### config.mk
export PLATFORM = sky130hd
export DESIGN_NAME = riscv_exc_controller
export DESIGN_NICKNAME = d
export VERILOG_FILES = /design/src/rtl/riscv_defines.sv /design/src/rtl/riscv_irq_prio_enc.sv /design/src/rtl/riscv_exc_controller.sv
export SDC_FILE = /design/constraint.sdc
export NUM_CORES = 1
export LEC_CHECK = 0
export BUFFER_PORTS_ARGS = -buffer_cell sky130_fd_sc_hd__buf_2
export CAP_MARGIN = 20
export CORE_MARGIN = 2
export CORE_UTILIZATION = 57
export CTS_CLUSTER_SIZE = 28
export DETAILED_ROUTE_END_ITERATION = 8
export GPL_ROUTABILITY_DRIVEN = 0
export PLACE_DENSITY = 0.84
export SETUP_SLACK_MARGIN = 0.15
export SYNTH_ARGS = -nofsm -noshare
export SYNTH_HDL_FRONTEND = slang
export SYNTH_SLANG_ARGS = --single-unit
### constraint.sdc
create_clock -name clk -period 4.3 [get_ports clk]
set_input_delay 0.86 -clock clk [delete_from_list [all_inputs] [get_ports clk]]
set_output_delay 0.86 -clock clk [all_outputs]
set_load 0.05 [all_outputs]
### src/rtl/riscv_defines.sv
// Shared definitions for the exception/interrupt controller: FSM state
// encoding and mcause codes (bit 5 flags an interrupt).
package riscv_defines;

  typedef enum logic [1:0] {
    EXC_IDLE,
    EXC_REQ,
    EXC_SAVE
  } exc_state_e;

  localparam logic [5:0] EXC_CAUSE_ILLEGAL_INSN = 6'h02;
  localparam logic [5:0] EXC_CAUSE_BREAKPOINT   = 6'h03;
  localparam logic [5:0] EXC_CAUSE_LOAD_FAULT   = 6'h05;
  localparam logic [5:0] EXC_CAUSE_STORE_FAULT  = 6'h07;
  localparam logic [5:0] EXC_CAUSE_ECALL_MMODE  = 6'h0B;
  localparam logic [5:0] EXC_CAUSE_IRQ_FLAG     = 6'h20;

endpackage

### src/rtl/riscv_irq_prio_enc.sv
// Lowest-index-first priority encoder over up to 32 request lines.
module riscv_irq_prio_enc #(
  parameter int N = 32
) (
  input  logic [N-1:0] req,
  output logic         valid,
  output logic [4:0]   idx
);

  // Scanning downwards lets the lowest set index be the final assignment.
  always_comb begin
    // NOTE: defaults first so every path assigns every output; no latches.
    valid = 1'b0;
    idx   = '0;
    for (int i = N - 1; i >= 0; i--) begin
      if (req[i]) begin
        valid = 1'b1;
        idx   = 5'(i);
      end
    end
  end

endmodule

### src/rtl/riscv_exc_controller.sv
// Exception/interrupt arbiter: selects one cause, handshakes with the core
// controller and issues the one-cycle CSR save strobes on acknowledge.
module riscv_exc_controller
  import riscv_defines::*;
#(
  parameter int N_IRQ = 32
) (
  input  logic             clk,
  input  logic             rst,
  input  logic [N_IRQ-1:0] irq_i,
  input  logic             irq_enable_i,
  input  logic             illegal_insn_i,
  input  logic             ebrk_insn_i,
  input  logic             ecall_insn_i,
  input  logic             lsu_load_err_i,
  input  logic             lsu_store_err_i,
  input  logic             exc_ack_i,
  input  logic             exc_kill_i,
  output logic             exc_req_o,
  output logic             exc_save_if_o,
  output logic             exc_save_id_o,
  output logic             save_exc_cause_o,
  output logic [5:0]       exc_cause_o,
  output logic [N_IRQ-1:0] irq_pending_o
);

  exc_state_e       state_q, state_d;
  logic [5:0]       cause_q, cause_d;
  logic             is_irq_q, is_irq_d;
  logic [N_IRQ-1:0] irq_q, pending_q, pending_d;
  logic [N_IRQ-1:0] irq_rise, irq_cand, clr_mask;
  logic             irq_valid;
  logic [4:0]       irq_idx;
  logic             sel_valid, sel_irq;
  logic [5:0]       sel_cause;

  // An edge arriving this cycle is eligible immediately, not one cycle later.
  always_comb begin
    irq_rise = irq_i & ~irq_q;
    irq_cand = irq_enable_i ? (pending_q | irq_rise) : '0;
  end

  riscv_irq_prio_enc #(
    .N(N_IRQ)
  ) u_prio_enc (
    .req  (irq_cand),
    .valid(irq_valid),
    .idx  (irq_idx)
  );

  always_comb begin
    sel_valid = 1'b1;
    sel_irq   = 1'b0;
    sel_cause = '0;
    if (lsu_load_err_i)       sel_cause = EXC_CAUSE_LOAD_FAULT;
    else if (lsu_store_err_i) sel_cause = EXC_CAUSE_STORE_FAULT;
    else if (illegal_insn_i)  sel_cause = EXC_CAUSE_ILLEGAL_INSN;
    else if (ebrk_insn_i)     sel_cause = EXC_CAUSE_BREAKPOINT;
    else if (ecall_insn_i)    sel_cause = EXC_CAUSE_ECALL_MMODE;
    else if (irq_valid) begin
      sel_irq   = 1'b1;
      sel_cause = EXC_CAUSE_IRQ_FLAG | {1'b0, irq_idx};
    end else begin
      sel_valid = 1'b0;
    end
  end

  // A new edge on the bit being cleared in SAVE keeps it pending.
  always_comb begin
    for (int i = 0; i < N_IRQ; i++) begin
      clr_mask[i] = (state_q == EXC_SAVE) && is_irq_q && (cause_q[4:0] == 5'(i));
    end
    pending_d = (pending_q & ~clr_mask) | irq_rise;
  end

  always_comb begin
    state_d          = state_q;
    cause_d          = cause_q;
    is_irq_d         = is_irq_q;
    exc_req_o        = 1'b0;
    save_exc_cause_o = 1'b0;
    exc_save_if_o    = 1'b0;
    exc_save_id_o    = 1'b0;
    exc_cause_o      = (state_q != EXC_IDLE) ? cause_q : '0;
    unique case (state_q)
      EXC_IDLE: begin
        if (sel_valid) begin
          state_d  = EXC_REQ;
          cause_d  = sel_cause;
          is_irq_d = sel_irq;
        end
      end
      EXC_REQ: begin
        exc_req_o = 1'b1;
        if (exc_kill_i)                      state_d = EXC_IDLE;
        else if (is_irq_q && !irq_enable_i)  state_d = EXC_IDLE;
        else if (exc_ack_i)                  state_d = EXC_SAVE;
      end
      EXC_SAVE: begin
        save_exc_cause_o = 1'b1;
        exc_save_if_o    = is_irq_q;
        exc_save_id_o    = ~is_irq_q;
        state_d          = EXC_IDLE;
      end
      default: state_d = EXC_IDLE;
    endcase
  end

  // NOTE: sequential state uses non-blocking assignments so every register
  // samples pre-edge values regardless of statement order.
  always_ff @(posedge clk) begin
    if (rst) begin
      state_q   <= EXC_IDLE;
      cause_q   <= '0;
      is_irq_q  <= 1'b0;
      irq_q     <= '0;
      pending_q <= '0;
    end else begin
      state_q   <= state_d;
      cause_q   <= cause_d;
      is_irq_q  <= is_irq_d;
      irq_q     <= irq_i;
      pending_q <= pending_d;
    end
  end

  assign irq_pending_o = pending_q;

endmodule

==> impl_metrics.csv, run 1 <==
group,metric,value,unit
run_status,status,"finished clean",
setup_path,critPathKind,"in2reg",
synth,synth.distinct_cells,48,
setup_path,critPathMaxStageDelay,440,ps
global_route,grt_start_max_net_pins,39,
finish,areaGrowthSynthToFinish,20.0,%
sta,skew,6.94,ps
finish,fin_util,70.2,%
setup_path,start_kind,"input port",
detailed_routing,postRouteAntennaNets,0,
hold_path,hold_path_class,"reg2reg",
setup_path,worstSetupPathDepth,8,
finish,final_cell_mix,"buf_2 (83), nor2_1 (75), dfxtp_1 (72)",
setup_path,crit_required,4570,ps
die,io_pins,84,
detailed_routing,vias,3331,
cts,cts.sinks,72,
synth,synth-edff-count,0,
cts,clk-insertion-delay-late,360,ps
power_and_ir_drop,power_density,411,mW/mm2
sta,worst_pin_slew,718,ps
die,rows,28,
cts,post_cts_buffers,0,
cts,clockBufferDepth,2,
global_route,grt_usage,27.4,%
sta,finalHoldViolations,0,
detailed_routing,drc_errors,0,
setup_path,path_cells,"buf_2 -> inv_2 -> a41o_1 -> and4_4 -> and4bb_4 -> a2111oi_2 -> o21ai_1 -> a311oi_1",
global_route,antenna_found_initial,0,
place,port_buffers,83,
job,max_cap_violations,0,
cts,cts.clk_slew.worst_paths,70,ps
sta,fmax,385,MHz
sta,setup_viol,0,
setup_path,r2r_end,"cause_q[1]",
setup_path,cp_num_buf_inv,2,
setup_path,crit_fanout,31,
cts,hold_buffers,0,
synth,syn_inst,405,
sta,fin_crit,2600,ps
synth,synth_fp_nets,447,
global_route,overflow,0,
synth,synth_area,0.00344,mm2
finish,nNetsFinal,530,
detailed_routing,detail_route.first_pass.iterations,5,
setup_path,r2r-start,"irq_pending_o[21]",
sta,slew_headroom,52.1,%
sta,period_share,60.4,%
finish,seq_area,0.00144,mm2
power_and_ir_drop,total_power,0.00170,W
detailed_routing,drt-total-wl,9.02,mm
synth,yosys.area.top_type_share,41.9,%
power_and_ir_drop,p_leak,1.78,nW
synth,yosysSeqAreaShare,41.9,%
cts,ctsHtreeMaxLevel,3,
synth,ys_async_sr_fraction,0,%
setup_path,reg2reg_depth,6,
detailed_routing,drt_iter0_markers,278,
cts,cts_inserted_buffers,9,
global_route,grt_pass1_vias,3068,
setup_path,cp-end-kind,"flip-flop",
die,die_area,0.00668,mm2
setup_path,crit_end,"cause_q[0]",
sta,setup_tns,0,ps
finish,mostFrequentLayoutCell,"buf_2",
cts,cts_root_buf,"clkbuf_8",
synth,synth_top_cell_by_area,"dfxtp_1",
synth,synthTopCellsByArea,"dfxtp_1 (42%), nor2b_1 (12%), nor2_1 (8.2%)",
finish,drive_gt1_share,25.2,%
setup_path,ff2ff_setup_slack,2060,ps
synth,synth_area_per_cell,8.50,um2
die,initial_utilization,58.5,%
synth,synth_ff_type,"dfxtp_1",
setup_path,cp-startpoint,"irq_enable_i",
cts,cts_resized,0,
finish,multi_input_area,0.00191,mm2
detailed_routing,vias_per_cell,5.86,
synth,yosys_warnings,0,
place,hpwlAfterDp,6.64,mm
global_route,grt_pass1_wl,13.8,mm
die,core,0.00589,mm2
detailed_routing,wire_per_inst,15.9,um
die,die_y,81.7,um
setup_path,arrival,2870,ps
cts,cts_tree,"built",
finish,antennaDiodeCount,0,
sta,drv_slew,0,
finish,fill_cells,492,
synth,synth_seq_cells,72,
sta,grt_setup_unrepaired,"false",
power_and_ir_drop,vdd_drop_max,310,uV
setup_path,worst_path_max_delay_cell,"buf_2",
die,die_w,81.7,um
setup_path,crit_family,"compound AO/OA/AOI/OAI gates",
-- metal layers --
metal / wire, um / GRT usage (%) / up-vias
li1: - / - / 1583
met1: 3630 / 31.7 / 1575
met2: 4430 / 46.8 / 146
met3: 635 / 5.49 / 27
met4: 325 / 16.3 / 0
met5: 0 / 0 / -
-- per-stage QoR --
| step | cells | cell area [um2] | hold WS [ps] | setup WS (ps) |
|---|---|---|---|---|
| floorplan | 405 | 3440 | 491 | 1490 |
| global placement | 552 | 3910 | 483 | 1480 |
| detailed placement | 552 | 3910 | 495 | 1420 |
| CTS | 568 | 4130 | 508 | 1790 |
| global route | 568 | 4130 | 531 | 1600 |
| finish | 568 | 4130 | 518 | 1700 |
-- where the power goes --
group / internal [W] / leakage (nW) / switching, W / total, W
sequential: 0.000712 / 0.600 / 0.0000411 / 0.000753
combinational: 0.000116 / 1.07 / 0.000233 / 0.000350
clock: 0.000327 / 0.110 / 0.000266 / 0.000593
-- flip-flops by register name, indices dropped and copies added, names as in the netlist --
register       flops
cause_q            6
state_q            2
irq_q             32
irq_pending_o     32
-- cells in the mapped netlist (all sizes together) (2+ instances only) --
library cell,n
nand4,2
a41oi,3
inv,12
nor4b,2
nor4,3
o21ai,31
and2,4
nand2,16
o311ai,3
or3,6
and4,2
a31oi,3
nand3b,3
nand2b,6
o21a,22
or2,3
nor2b,71
a21oi,9
nand3,7
o41ai,17
dfxtp,72
nor3,3
clkbuf,11
nor2,75
-- cell type report --
type	instances	share of cell area, %
clock buffers	9	3.00
multi-input cells	309	46.2
inverters	12	1.09
clock inverters	7	2.30
well taps	75	2.27
repair buffers	84	10.2
flip-flops and latches	72	34.9
-- how the worst min path moves through the flow --
stage	startpoint	end	slack, ps	depth (start not counted)
CTS	irq_pending_o[14]	irq_pending_o[14]	510	2
global route	irq_pending_o[15]	irq_pending_o[15]	530	2
detailed placement	irq_pending_o[14]	irq_pending_o[14]	490	2
floorplan	cause_q[3]	cause_q[3]	490	2
global placement	irq_pending_o[14]	irq_pending_o[14]	480	2
finish	irq_pending_o[15]	irq_pending_o[15]	520	2
-- worst reg2reg max path, cell delays in order, from the launching register on --
cell      delay, ps
dfxtp_1         370
o41ai_1         650
nand4_1         240
and4bb_4        470
a21oi_4         100
o32a_1          220
o32ai_2         110
-- cells by family after synthesis --
kind of cell / count (synthesis) / synth area share (%)
buffers and inverters: 24 / 2.73
and+or+nand+nor: 208 / 33.1
DFF: 72 / 41.9
AOI/OAI and AO/OA: 101 / 22.3
(Power assumes the default switching activity.)
==> run 2: changes to the inputs <==
Settings changed: CORE_UTILIZATION 57 to 48, PLACE_DENSITY 0.84 to 0.76.
Clock period 4.3 ns to 2.2 ns, I/O delays scaled along.
==> run 2 against run 1 <==
Routed wire length rose by 7.8%. Global-route usage shrank 2.1 points. Clock-buffer cell count rose by 2.
==> impl_metrics.csv, run 2 (same netlist as run 1, synthesis figures left out) <==
group,metric,value,unit
die,initial_utilization,50.1,%
detailed_routing,detail_route.first_pass.iterations,5,
job,max_cap_violations,0,
detailed_routing,vias,3471,
place,port_buffers,83,
detailed_routing,drt-total-wl,9.72,mm
sta,setup_tns,0,ps
die,core,0.00687,mm2
detailed_routing,vias_per_cell,5.54,
setup_path,critPathMaxStageDelay,440,ps
place,place_inst,610,
finish,fin_cells,627,
setup_path,start_kind,"flip-flop",
finish,antennaDiodeCount,0,
sta,period_share,91.7,%
finish,mostFrequentLayoutCell,"buf_2",
cts,cts_root_buf,"clkbuf_8",
detailed_routing,wire_per_inst,15.5,um
sta,setup_viol,0,
global_route,antenna_found_initial,0,
finish,drive_gt1_share,34.1,%
setup_path,crit_required,2470,ps
sta,finalHoldViolations,0,
cts,cts.clk_slew.worst_paths,80,ps
power_and_ir_drop,power_density,776,mW/mm2
detailed_routing,drc_errors,0,
finish,nNetsFinal,568,
die,die_w,88.7,um
power_and_ir_drop,total_power,0.00359,W
setup_path,cp-end-kind,"flip-flop",
sta,grt_setup_unrepaired,"true",
sta,fin_crit,2020,ps
finish,seq_area,0.00145,mm2
detailed_routing,postRouteAntennaNets,0,
power_and_ir_drop,vdd_drop_max,543,uV
sta,worst_pin_slew,630,ps
power_and_ir_drop,p_leak,2.03,nW
setup_path,worst_path_max_delay_cell,"and4bb_4",
place,hpwlAfterDp,7.17,mm
global_route,grt_usage,25.3,%
sta,slew_headroom,57.5,%
sta,fmax,495,MHz
finish,areaGrowthSynthToFinish,34.2,%
cts,clk-insertion-delay-late,360,ps
setup_path,path_cells,"nand2b_1 -> nor4b_1 -> buf_4 -> a41oi_4 -> and4bb_4 -> a21oi_4 -> o32a_1 -> o32ai_2",
cts,hold_buffers,0,
die,rows,30,
cts,clockBufferDepth,2,
finish,final_cell_mix,"buf_2 (83), nor2_1 (75), dfxtp_1 (69)",
die,io_pins,84,
global_route,grt_pass1_wl,15.2,mm
hold_path,hold_path_class,"in2reg",
global_route,grt_start_max_net_pins,41,
global_route,overflow,0,
detailed_routing,drt_iter0_markers,285,
run_status,status,"finished clean",
die,die_y,88.7,um
cts,cts_inserted_buffers,9,
sta,drv_slew,0,
setup_path,arrival,2290,ps
cts,cts.sinks,72,
setup_path,critPathKind,"reg2reg",
cts,ctsHtreeMaxLevel,3,
finish,multi_input_area,0.00203,mm2
global_route,grt_pass1_vias,3258,
sta,skew,6.05,ps
setup_path,crit_fanout,7,
finish,fin_util,67.2,%
die,die_area,0.00786,mm2
cts,cts_tree,"built",
finish,fill_cells,590,
==> run 2: area by class of cell <==
type                       instances  share of cell area [%]
clock buffer                      11                    3.28
timing repair buffer             122                    15.6
multi-input combinational        309                    44.0
sequential                        72                    31.3
inverter                          12                   0.975
clock inverter                     5                    2.22
tap                               96                    2.60
==> run 2: worst paths after layout <==
check	slack (ps)	to	depth (start not counted)	start
worst max-delay path	180	cause_q[1]	8	irq_q[24]
worst min-delay path	300	irq_q[27]	2	irq_i[27]
worst max register to register	180	cause_q[1]	8	irq_q[24]
worst min register to register	490	irq_pending_o[14]	2	irq_pending_o[14]
==> run 2: what timing repair did <==
item                                    in CTS  in global routing
gates cloned                                 0                  0
endpoints found under the setup margin       2                  3
pin swaps                                    1                  5
endpoints found under the hold margin        0                  0
gates resized for setup                      2                 14
buffers inserted                             0                  1
==> run 2: worst max-delay path, delay by kind of cell (launching register included) <==
kind                   cells  cell delay [ps]
AOI/OAI and AO/OA          4              520
buffers and inverters      1              210
and+or+nand+nor            3              900
DFF                        1              300
==> run 2: metrics by stage <==
step	instance area, um2	setup slack [ps]	hold WS (ps)
final	4620	182	300
after floorplan	3490	150	491
after detailed placement	4280	-165	478
after global placement	4280	-93.2	476
after global routing	4620	133	299
after CTS	4550	160	297
==> run 2: layer usage <==
layer	part of all wire, %	global-route usage (%)	vias to the layer above	routed length (um)
met5	0	0	-	0
li1	-	-	1657	-
met2	49	42.2	162	4800
met4	3.1	14.2	0	302
met3	6.1	5.04	25	597
met1	41	30.5	1627	4020
==> run 2: where the power goes <==
part	internal [W]	switching, W	total, W
sequential	0.00139	0.0000830	0.00147
combinational	0.000298	0.000489	0.000787
clock	0.000813	0.000510	0.00132
total	0.00250	0.00108	0.00359
==> run 3: changes to the inputs <==
Settings changed: BUFFER_PORTS_ARGS -buffer_cell sky130_fd_sc_hd__buf_2 to not set, CORE_UTILIZATION 48 to 57, DONT_BUFFER_PORTS set to 1, PLACE_DENSITY 0.76 to 0.75.
==> run 3 against run 2 <==
Clock-buffer cell count unchanged. Die area down 15%. Sequential power about the same.
==> impl_metrics.csv, run 3 (same netlist as run 1, synthesis figures left out) <==
group,metric,value,unit
detailed_routing,wire_per_inst,17.6,um
global_route,antenna_found_initial,0,
detailed_routing,detail_route.first_pass.iterations,6,
die,die_area,0.00668,mm2
global_route,grt_pass1_vias,3149,
sta,finalHoldViolations,0,
sta,skew,11.8,ps
finish,nNetsFinal,514,
die,die_w,81.7,um
detailed_routing,vias,3251,
detailed_routing,drc_errors,0,
cts,cts_inserted_buffers,9,
cts,clk-insertion-delay-late,360,ps
cts,ctsHtreeMaxLevel,3,
place,port_buffers,0,
global_route,grt_start_max_net_pins,73,
sta,fmax,492,MHz
finish,final_cell_mix,"nor2_1 (75), dfxtp_1 (68), buf_4 (67)",
die,die_y,81.7,um
power_and_ir_drop,total_power,0.00330,W
sta,fin_crit,2030,ps
detailed_routing,drt_iter0_markers,253,
finish,antennaDiodeCount,0,
finish,fin_util,74.0,%
detailed_routing,vias_per_cell,5.89,
place,hpwlAfterDp,6.83,mm
cts,cts.sinks,72,
setup_path,cp-end-kind,"flip-flop",
global_route,use_met2,50.2,%
sta,worst_pin_slew,701,ps
global_route,overflow,0,
setup_path,arrival,2300,ps
setup_path,crit_fanout,4,
die,io_pins,84,
finish,drive_gt1_share,26.8,%
place,postPlaceCellArea,0.00402,mm2
hold_path,hold_path_class,"in2reg",
global_route,grt_usage,28.9,%
power_and_ir_drop,p_leak,1.78,nW
setup_path,start_kind,"flip-flop",
run_status,status,"finished clean",
setup_path,critPathKind,"reg2reg",
cts,cts.clk_slew.worst_paths,80,ps
power_and_ir_drop,power_density,758,mW/mm2
power_and_ir_drop,vdd_drop_max,486,uV
detailed_routing,postRouteAntennaNets,0,
global_route,grtUsageMet1,31.9,%
finish,post-route-cell-area,0.00436,mm2
finish,areaGrowthSynthToFinish,26.5,%
setup_path,crit_required,2470,ps
sta,drv_slew,0,
die,core,0.00589,mm2
sta,period_share,92.5,%
die,initial_utilization,58.5,%
sta,slew_headroom,52.7,%
global_route,grt_pass1_wl,14.4,mm
sta,holdWs,148,ps
finish,mostFrequentLayoutCell,"nor2_1",
global_route,met3_usage,7.58,%
die,rows,28,
detailed_routing,drt-total-wl,9.71,mm
global_route,top_usage_layer,"met2",
job,max_cap_violations,0,
cts,cts_root_buf,"clkbuf_8",
cts,clockBufferDepth,2,
cts,cts_tree,"built",
sta,setup_viol,0,
sta,grt_setup_unrepaired,"true",
## run 3: cell types whose count changed in the layout (fill, tap and decap cells not counted), moves of 2 or more
cell	before	now
nor4_1	1	3
buf_4	38	67
o41ai_2	10	8
buf_2	83	0
nor4_2	2	0
bufinv_16	3	1
## run 3: routing by layer
metal | vias to the layer above | part of all wire, %
met5 | - | 0
met4 | 0 | 3.3
met3 | 33 | 7.3
met2 | 141 | 50
met1 | 1514 | 39
li1 | 1563 | -
## run 3: path summary, 6_finish.rpt
| path | startpoint | endpoint | slack, ps | cells past startpoint |
|---|---|---|---|---|
| setup / recovery | irq_q[18] | cause_q[0] | 170 | 6 |
| hold / removal | rst | irq_q[0] | 150 | 1 |
| setup reg to reg | irq_q[18] | cause_q[0] | 170 | 6 |
| hold reg to reg | irq_q[1] | irq_pending_o[1] | 540 | 3 |
## run 3: power by group
group	switching (W)	internal, W
clock network	0.000502	0.000581
logic	0.000470	0.000291
registers	0.0000642	0.00139
total	0.00104	0.00226
## run 3: cell type report
class                   instances  area (um2)
clock buffers                  11         151
clock inverters                 5        55.1
fillers                       452        1530
inverters                      12        45.0
multi-input cells             309        2040
flip-flops and latches         72        1450
well taps                      75        93.8
repair buffers                 68         523
## run 3: per-stage QoR
step / worst slack (ps) / TNS (ps) / cells
2_1_floorplan: 150 / 0 / 405
6_report: 166 / 0 / 552
4_1_cts: 177 / 0 / 547
3_3_place_gp: -63.4 / -63.4 / 531
5_1_grt: 120 / 0 / 552
3_5_place_dp: -67.7 / -107 / 531
## run 3: critical path: stages, from the launching register on
cell and delay, ps:
dfxtp_1 310, nor2b_1 100, o41ai_1 510, o311ai_0 290, nor4b_2 340, o21ai_1 110
a311oi_1 290
## run 3: repair_timing
action | in CTS | in global routing
buffers inserted | 0 | 5
setup endpoints to repair | 2 | 5
hold buffers | 0 | 0
pin swaps | 3 | 9
hold endpoints to repair | 0 | 0
gates resized for setup | 2 | 15
